`config.mk`:
```
export PLATFORM = sky130hd
export DESIGN_NAME = voice_allocator
export DESIGN_NICKNAME = d
export VERILOG_FILES = /design/src/rtl/voice_allocator.sv
export SDC_FILE = /design/constraint.sdc
export NUM_CORES = 1
export LEC_CHECK = 0
export ABC_AREA = 1
export CORE_MARGIN = 3
export CORE_UTILIZATION = 45
export DETAILED_ROUTE_END_ITERATION = 8
export GPL_TIMING_DRIVEN = 0
export PLACE_DENSITY_LB_ADDON = 0.15
export SLEW_MARGIN = 30
export SYNTH_ARGS = -nofsm -noshare
export SYNTH_HDL_FRONTEND = slang
export SYNTH_SLANG_ARGS = --single-unit
export TNS_END_PERCENT = 1
```
`constraint.sdc`:
```
create_clock -name clk -period 13 [get_ports clk]
set_input_delay 2.6 -clock clk [delete_from_list [all_inputs] [get_ports clk]]
set_output_delay 2.6 -clock clk [all_outputs]
set_load 0.02 [all_outputs]
```
`src/rtl/voice_allocator.sv`:
```
// rtl/voice_allocator.sv - polyphonic voice allocator with retrigger, free, busy and steal priorities
module voice_allocator #(
  parameter int NVOICES = 8,
  parameter int AGE_W   = 8
) (
  input  logic                       clk,
  input  logic                       reset,
  input  logic                       i_cmd_valid,
  input  logic [15:0]                i_cmd_data,
  output logic                       o_cmd_ready,
  output logic                       o_voice_wr,
  output logic [$clog2(NVOICES)-1:0] o_voice_idx,
  output logic [6:0]                 o_voice_note,
  output logic [6:0]                 o_voice_vel,
  output logic                       o_voice_gate,
  input  logic [NVOICES-1:0]         i_voice_busy,
  output logic [NVOICES-1:0]         o_active_mask,
  output logic                       o_steal,
  output logic                       o_drop
);
  localparam int IDX_W = $clog2(NVOICES);

  typedef enum logic [1:0] {IDLE, SCAN, ISSUE} state_t;

  state_t             state_q, state_d;
  logic [IDX_W-1:0]   scan_q, scan_d;
  logic               cmd_on_q, cmd_on_d;
  logic [6:0]         cmd_note_q, cmd_note_d;
  logic [6:0]         cmd_vel_q, cmd_vel_d;

  // Running best candidate per priority class, built up one voice per scan cycle.
  logic               rt_hit_q, rt_hit_d;
  logic [IDX_W-1:0]   rt_idx_q, rt_idx_d;
  logic               fr_hit_q, fr_hit_d;
  logic [IDX_W-1:0]   fr_idx_q, fr_idx_d;
  logic               bz_hit_q, bz_hit_d;
  logic [IDX_W-1:0]   bz_idx_q, bz_idx_d;
  logic               st_hit_q, st_hit_d;
  logic [IDX_W-1:0]   st_idx_q, st_idx_d;
  logic [AGE_W-1:0]   st_age_q, st_age_d;

  logic [IDX_W-1:0]   idx_q, idx_d;
  logic [6:0]         onote_q, onote_d;
  logic [6:0]         ovel_q, ovel_d;
  logic               ogate_q, ogate_d;
  logic               steal_q, steal_d;
  logic               drop_q, drop_d;

  logic [NVOICES-1:0] gate_q, gate_d;
  logic [6:0]         note_q [NVOICES];
  logic [6:0]         note_d [NVOICES];
  logic [AGE_W-1:0]   age_q [NVOICES];
  logic [AGE_W-1:0]   age_d [NVOICES];

  logic               cmd_unused;
  logic               cur_gate;
  logic               cur_same;

  assign cmd_unused    = i_cmd_data[7];
  assign o_cmd_ready   = (state_q == IDLE);
  assign o_voice_wr    = (state_q == ISSUE);
  assign o_voice_idx   = idx_q;
  assign o_voice_note  = onote_q;
  assign o_voice_vel   = ovel_q;
  assign o_voice_gate  = ogate_q;
  assign o_steal       = steal_q;
  assign o_drop        = drop_q;
  assign o_active_mask = gate_q;
  assign cur_gate      = gate_q[scan_q];
  assign cur_same      = cur_gate && (note_q[scan_q] == cmd_note_q);

  // Next-state, candidate search and table update.
  always_comb begin
    state_d    = state_q;
    scan_d     = scan_q;
    cmd_on_d   = cmd_on_q;
    cmd_note_d = cmd_note_q;
    cmd_vel_d  = cmd_vel_q;
    rt_hit_d   = rt_hit_q;
    rt_idx_d   = rt_idx_q;
    fr_hit_d   = fr_hit_q;
    fr_idx_d   = fr_idx_q;
    bz_hit_d   = bz_hit_q;
    bz_idx_d   = bz_idx_q;
    st_hit_d   = st_hit_q;
    st_idx_d   = st_idx_q;
    st_age_d   = st_age_q;
    idx_d      = idx_q;
    onote_d    = onote_q;
    ovel_d     = ovel_q;
    ogate_d    = ogate_q;
    steal_d    = 1'b0;
    drop_d     = 1'b0;
    gate_d     = gate_q;
    note_d     = note_q;
    age_d      = age_q;
    case (state_q)
      IDLE: begin
        if (i_cmd_valid) begin
          // A zero-velocity note-on is folded into a note-off here.
          cmd_on_d   = i_cmd_data[15] && (i_cmd_data[14:8] != 7'd0);
          cmd_note_d = i_cmd_data[6:0];
          cmd_vel_d  = i_cmd_data[14:8];
          scan_d     = '0;
          rt_hit_d   = 1'b0;
          fr_hit_d   = 1'b0;
          bz_hit_d   = 1'b0;
          st_hit_d   = 1'b0;
          state_d    = SCAN;
        end
      end
      SCAN: begin
        if (cur_same && !rt_hit_q) begin
          rt_hit_d = 1'b1;
          rt_idx_d = scan_q;
        end
        if (!cur_gate && !i_voice_busy[scan_q] && !fr_hit_q) begin
          fr_hit_d = 1'b1;
          fr_idx_d = scan_q;
        end
        if (!cur_gate && i_voice_busy[scan_q] && !bz_hit_q) begin
          bz_hit_d = 1'b1;
          bz_idx_d = scan_q;
        end
        // Strictly-greater keeps the lowest index on age ties.
        if (cur_gate && (!st_hit_q || (age_q[scan_q] > st_age_q))) begin
          st_hit_d = 1'b1;
          st_idx_d = scan_q;
          st_age_d = age_q[scan_q];
        end
        scan_d = scan_q + IDX_W'(1);
        if (scan_q == IDX_W'(NVOICES - 1)) begin
          onote_d = cmd_note_q;
          if (cmd_on_q) begin
            state_d = ISSUE;
            ogate_d = 1'b1;
            ovel_d  = cmd_vel_q;
            if (rt_hit_d)      idx_d = rt_idx_d;
            else if (fr_hit_d) idx_d = fr_idx_d;
            else if (bz_hit_d) idx_d = bz_idx_d;
            else begin
              idx_d   = st_idx_d;
              steal_d = 1'b1;
            end
          end else if (rt_hit_d) begin
            state_d = ISSUE;
            ogate_d = 1'b0;
            ovel_d  = 7'd0;
            idx_d   = rt_idx_d;
          end else begin
            onote_d = onote_q;
            drop_d  = 1'b1;
            state_d = IDLE;
          end
        end
      end
      ISSUE: begin
        state_d = IDLE;
        if (ogate_q) begin
          for (int i = 0; i < NVOICES; i++) begin
            if (IDX_W'(i) == idx_q) begin
              gate_d[i] = 1'b1;
              note_d[i] = onote_q;
              age_d[i]  = '0;
            end else if (gate_q[i] && (age_q[i] != {AGE_W{1'b1}})) begin
              age_d[i] = age_q[i] + AGE_W'(1);
            end
          end
        end else begin
          gate_d[idx_q] = 1'b0;
        end
      end
      default: state_d = IDLE;
    endcase
  end

  // State, candidate, output and table registers with asynchronous clear.
  always_ff @(posedge clk or posedge reset) begin
    if (reset) begin
      state_q    <= IDLE;
      scan_q     <= '0;
      cmd_on_q   <= 1'b0;
      cmd_note_q <= '0;
      cmd_vel_q  <= '0;
      rt_hit_q   <= 1'b0;
      rt_idx_q   <= '0;
      fr_hit_q   <= 1'b0;
      fr_idx_q   <= '0;
      bz_hit_q   <= 1'b0;
      bz_idx_q   <= '0;
      st_hit_q   <= 1'b0;
      st_idx_q   <= '0;
      st_age_q   <= '0;
      idx_q      <= '0;
      onote_q    <= '0;
      ovel_q     <= '0;
      ogate_q    <= 1'b0;
      steal_q    <= 1'b0;
      drop_q     <= 1'b0;
      gate_q     <= '0;
      for (int i = 0; i < NVOICES; i++) begin
        note_q[i] <= '0;
        age_q[i]  <= '0;
      end
    end else begin
      state_q    <= state_d;
      scan_q     <= scan_d;
      cmd_on_q   <= cmd_on_d;
      cmd_note_q <= cmd_note_d;
      cmd_vel_q  <= cmd_vel_d;
      rt_hit_q   <= rt_hit_d;
      rt_idx_q   <= rt_idx_d;
      fr_hit_q   <= fr_hit_d;
      fr_idx_q   <= fr_idx_d;
      bz_hit_q   <= bz_hit_d;
      bz_idx_q   <= bz_idx_d;
      st_hit_q   <= st_hit_d;
      st_idx_q   <= st_idx_d;
      st_age_q   <= st_age_d;
      idx_q      <= idx_d;
      onote_q    <= onote_d;
      ovel_q     <= ovel_d;
      ogate_q    <= ogate_d;
      steal_q    <= steal_d;
      drop_q     <= drop_d;
      gate_q     <= gate_d;
      note_q     <= note_d;
      age_q      <= age_d;
    end
  end
endmodule

```
* Word-level counts from Yosys, hierarchy flattened
Cells that the tools add are included.
Operators by class: add/sub/neg operators 9, magnitude comparators 5, equal/unequal tests 30, muxes and demuxes 81, bitwise logic cells 3, reduce and logical (&&, ||, !) cells 67
Operator list (number):
- $mux W8 | 19
- $add A8 B1 Y8 const B | 8
- $ne A8 B8 Y1 const B | 8
- $reduce_and A3 Y1 | 18
- $mux W7 | 6
- $mux W1 | 31
- $mux W3 | 10
- $bmux W8 S3 | 1
- $reduce_and A2 Y1 | 12
- $bmux W7 S3 | 1
- $reduce_bool A2 Y1 | 10
- $logic_and A1 B1 Y1 | 17
- $ne A2 B1 Y1 const B | 8
- $eq A3 B3 Y1 const A | 4
- $and A8 B8 Y8 | 1
- $gt A8 B8 Y1 | 1
- $lt A3 B4 Y1 const B | 2
- $mux W2 | 4
- $not A8 Y8 | 1
- $pmux W1 S2 | 4
- $eq A7 B7 Y1 | 1
- $reduce_bool A7 Y1 | 1
- $bmux W1 S3 | 2
- $eq A2 B3 Y1 const A | 2
- 16 further kinds | 23
Word-level totals: bits in registers 192, input bits 27, output and inout bits 30, word-level logic and storage cells 239

* Logic depth before layout (Yosys ltp)
word-level depth 13, gate-level depth with buffers 27, mapped depth without buffers 25

* Worst setup path before layout
No wires, ideal clock.
kind input -> register, start in i_voice_busy[6], end reg idx_q[0] (netlist: o_voice_idx[0]), setup time 0.117 ns, data arrival time 3.589 ns, data required time 12.883 ns, slack 9.294 ns, cell stages on the path 13, path buffers 0, path through nor2_1 -> nor2_1 -> o21ai_1 -> nand2_1 -> nand2_1 -> nand2_2 -> nor3_4 -> nand2_1 -> o21a_1 -> nand2_1 -> nand3_1 -> nand3_1 -> nand2_1
Between the ends: cells in the longest elaborated chain, start to end 10, elaborated cells on any way between the ends 17, those cells by class mux (12); reduce/logical (5)
Ends and longest elaborated chain:
- start, declared | line 16 | input logic [NVOICES-1:0] i_voice_busy,
- $bmux W1 S3 * | line 117, 121
- $mux W1 (implied by the code) * | line 117, 121
- $logic_and A1 B1 Y1 or $logic_not A1 Y1 (tied branches) | line 121, 117
- $logic_and A1 B1 Y1 (on tied branches) | line 121, 117
- $mux W1 or $logic_and A1 B1 Y1 (tied branches) | line 121, 117
- $mux W1 (on tied branches) | line 97, 117
- $mux W3 or $mux W1 (tied branches) | line 140, 97
- $mux W3 * | line 139 | else if (fr_hit_d) idx_d = fr_idx_d;
- $mux W3 * | line 138 | if (rt_hit_d) idx_d = rt_idx_d;
- $mux W3 * | line 134 | if (cmd_on_q) begin
- end signal, assigned | line 220 | idx_q <= idx_d;
- end, declared | line 42 | logic [IDX_W-1:0] idx_q, idx_d;
Every way passes the cells marked *; elsewhere a longest branch is shown, timed or not. The select of a mux whose other input is x is not followed. A chain may end at the register's enable or synchronous reset.

* Final worst setup path
start reg state_q[0], end out o_voice_wr
Between the ends: cells in the longest elaborated chain, start to end 1
Ends and longest elaborated chain:
- start, declared | line 25 | state_t state_q, state_d;
- start signal, assigned | line 206 | state_q <= state_d;
- $eq A2 B2 Y1 | line 61 | assign o_voice_wr = (state_q == ISSUE);
- end, declared | line 11 | output logic o_voice_wr,
Every way passes these cells.

==> results.md <==
* Status: complete, no violations
* Max FO, Critical Path at 10
* Netlist cell types at slightly above 40
* Final Hold Viols at 0
* Max_cap viols at 0
* Critical-path cell list: inv_2, nand2_2, inv_1, clkdlybuf4s50_1
* Final Skew at 13.2 ps
* Hpwl dp at just over 20 mm
* Synth Flop Type: dfrtp_1
* Post-Syn Nets at approximately 1.4k
* Setup violators final at 0
* Total wire length at between 20 and 30 mm
* Antenna violations before repair at 0
* Register area share after synthesis at around 47%
* Min-Delay Endpoint: o_voice_vel[4]$_DFFE_PP0P_
* Post_cts resized at 0
* Total GRT Usage at a little under a quarter
* Share of cells above drive strength 1 at around 6.7%
* HP Start: o_voice_vel[4]$_DFFE_PP0P_
* Worst-Margin Slew at approximately 770 ps
* Overflow after GRT at 0
* DIE WIDTH at around 160 um
* Crit. End Element: output pin
* First-pass GRT wire length at roughly 45 mm
* Port bufs at 55
* Post-DR wirelength/cell at around 16 um
* Nets at 1458
* Worst Hold Class: reg -> reg
* Post-synth top area share at approximately 47%
* Reg-to-reg endpoint: st_age_q[7]$_DFFE_PP0P_
* Reg2Reg Depth at 21
* CP bufs+invs at 3
* DR iter-0 viols at 672
* RSZ-0062 raised after global routing: false
* Root buf cell: clkbuf_16
* Hold Buf Count CTS at 0
* Crit path launch type: flip-flop
* WHS Path Cells at 2
* EDFF count, synth at 0
* Part of the cycle the worst path needs at between 30% and 40%
* Highest ir drop seen on vdd at about 100 uV
* Die Y at 156 um
* Full die area at between 20000 and 25000 um2
* Avg Cell Area, Syn at roughly 7.6 um2
* Slew headroom at about half
* Layout area overhead at 15.8%
* Worst-Skew Late Latency at roughly 450 ps
* Total power at ~2.5 mW
* Post-Syn Instances at roughly 1.3k
* R2r setup slk at ~9200 ps
* Yosys Warn Count at 0
* Cell Pwr Density at 210 nW/um2
* Row cnt at between 50 and 60
* Core Region at between 20000 and 25000 um2
* Async S/R FF share, synth at 100%
* Min Tclk post-route at ~4400 ps
* Vias/cell at 5.28
* Leakage power at between 5 and 6 nW
* Commonest cells in the netlist: nand2_1 (363), dfrtp_1 (192), inv_1 (179), o21ai_0 (156), nand3_1 (116)
* Slowest CP cell: clkdlybuf4s50_1
* DRT Pass-1 Iters at 7
* Final Max Tran Viols at 0
* Critical path class: reg -> out
* Initial Utilization at between 40% and 50%
* RD Place Congestion at 0.877
* Vias after detailed routing at 9008
* Cts bufs inserted at 17
* CTS tree: done
* H-tree Lvls at 4
* Synth Cell Area at around 10000 um2
* Top delay family on crit path: buffers and inverters
* Number of I/O pins at 57
* Post-synth top area cell: dfrtp_1
* Setup TNS at 0 ps
* Synth area leaders: dfrtp_1 (47%), nand2_1 (13%), o21ai_0 (7.7%)
* Critical path arrival at between 1500 and 2000 ps
* # DRC at 0
* Post-synthesis register bit count at 192
* Most frequent cell after synthesis: nand2_1
* Max Fclk at 229 MHz
* Clock sinks at around 190
* Post-CTS setup buffer count at 0
* Antenna cells at 0
* Worst Path Required at approximately 10000 ps
* Clock tree buffer depth at 2
* Core Util, Final at around 53%
* Largest net degree at the start of global routing at approximately 80
* Vias in the first global route at ~8.6k
* CP peak stage delay at 600 ps
* Clock transition at path regs at roughly 80 ps
* Routed Antenna Nets at 0
* RR Startpoint: scan_q[1]$_DFFE_PP0P_
## area by class of cell
class | count | area (um2)
fill | 2121 | 10200
clock inverter | 15 | 215
tap | 280 | 350
clock buffer | 17 | 425
buffer | 46 | 270
multi-input combinational | 912 | 4400
timing repair buffer | 57 | 606
sequential | 192 | 4800
inverter | 187 | 717
## flip-flops by register name, indices dropped and copies added, names as in the netlist, 2 cells and up
signal and cells:
scan_q 3, note_q 56, cmd_vel_q 7, o_voice_idx 3
rt_idx_q 3, o_voice_vel 7, fr_idx_q 3, st_idx_q 3
cmd_note_q 7, o_voice_note 7, state_q 2, o_active_mask 8
bz_idx_q 3, age_q 64, st_age_q 8
## placed cells by master (no fill, tap or decap), drive strengths merged
cell type	n
a211oi	5
a21boi	1
a21oi	65
a221oi	8
a31oi	13
buf	24
bufinv	2
clkbuf	41
clkdlybuf4s50	55
clkinv	5
clkinvlp	1
dfrtp	192
ha	18
inv	194
nand2	373
nand3	117
nand3b	1
nand4	7
nor2	84
nor3	28
nor3b	4
nor4	4
o211ai	1
o21a	5
o21ai	167
o221a	1
o22ai	2
o311ai	2
o31ai	3
or2	1
xor2	2
## stage by stage
step           setup slack (ps)  std cells  hold slack, ps  instance area [um2]
3_3_place_gp               2350       1672             454                11100
4_1_cts                    8630       1706             478                11800
5_1_grt                    8560       1706             499                11800
3_5_place_dp               8530       1674             457                11100
2_1_floorplan              5170       1337             449                10200
6_report                   8640       1706             472                11800
## worst max path at each step
stage	depth (start not counted)	start	endpoint	slack, ps
after detailed placement	16	i_voice_busy[6]	o_voice_idx[0]$_DFFE_PP0P_	8530
after global routing	4	state_q[0]$_DFFE_PP0P_	o_voice_wr	8560
after floorplan	1	reset	age_q[0]$_DFFE_PP0P_	5170
after global placement	2	reset	o_voice_vel[4]$_DFFE_PP0P_	2350
final	4	state_q[0]$_DFFE_PP0P_	o_voice_wr	8640
after CTS	4	state_q[0]$_DFFE_PP0P_	o_voice_wr	8630
## cells by family (layout without fill, tap and decap cells)
group                    count (synthesis)  count (layout)  synth area share [%]
adder cells (fa/ha/maj)                 18              18                  2.21
buffers and inverters                  233             322                  9.62
AO/OA/AOI/OAI                          273             273                  14.7
AND/OR/NAND/NOR                        619             619                  26.1
XOR/XNOR                                 2               2                 0.172
flip-flops                             192             192                  47.2
## worst min-delay path: stages (launching register included)
cell and delay [ps]:
dfrtp_1 340, nand2_1 50, nand2_1 50
## per-layer routing
metal / global-route usage [%] / wire length (um)
met5: 0 / 0
met4: 8.88 / 932
met3: 3.60 / 1160
met2: 38.1 / 12900
met1: 32.8 / 12900
## where the power goes
| group | switching [mW] | total (mW) | internal [mW] |
|---|---|---|---|
| clock network | 0.271 | 0.570 | 0.298 |
| registers | 0.0906 | 0.804 | 0.713 |
| logic | 0.730 | 1.10 | 0.366 |
Power figures use the tool's default switching activity.
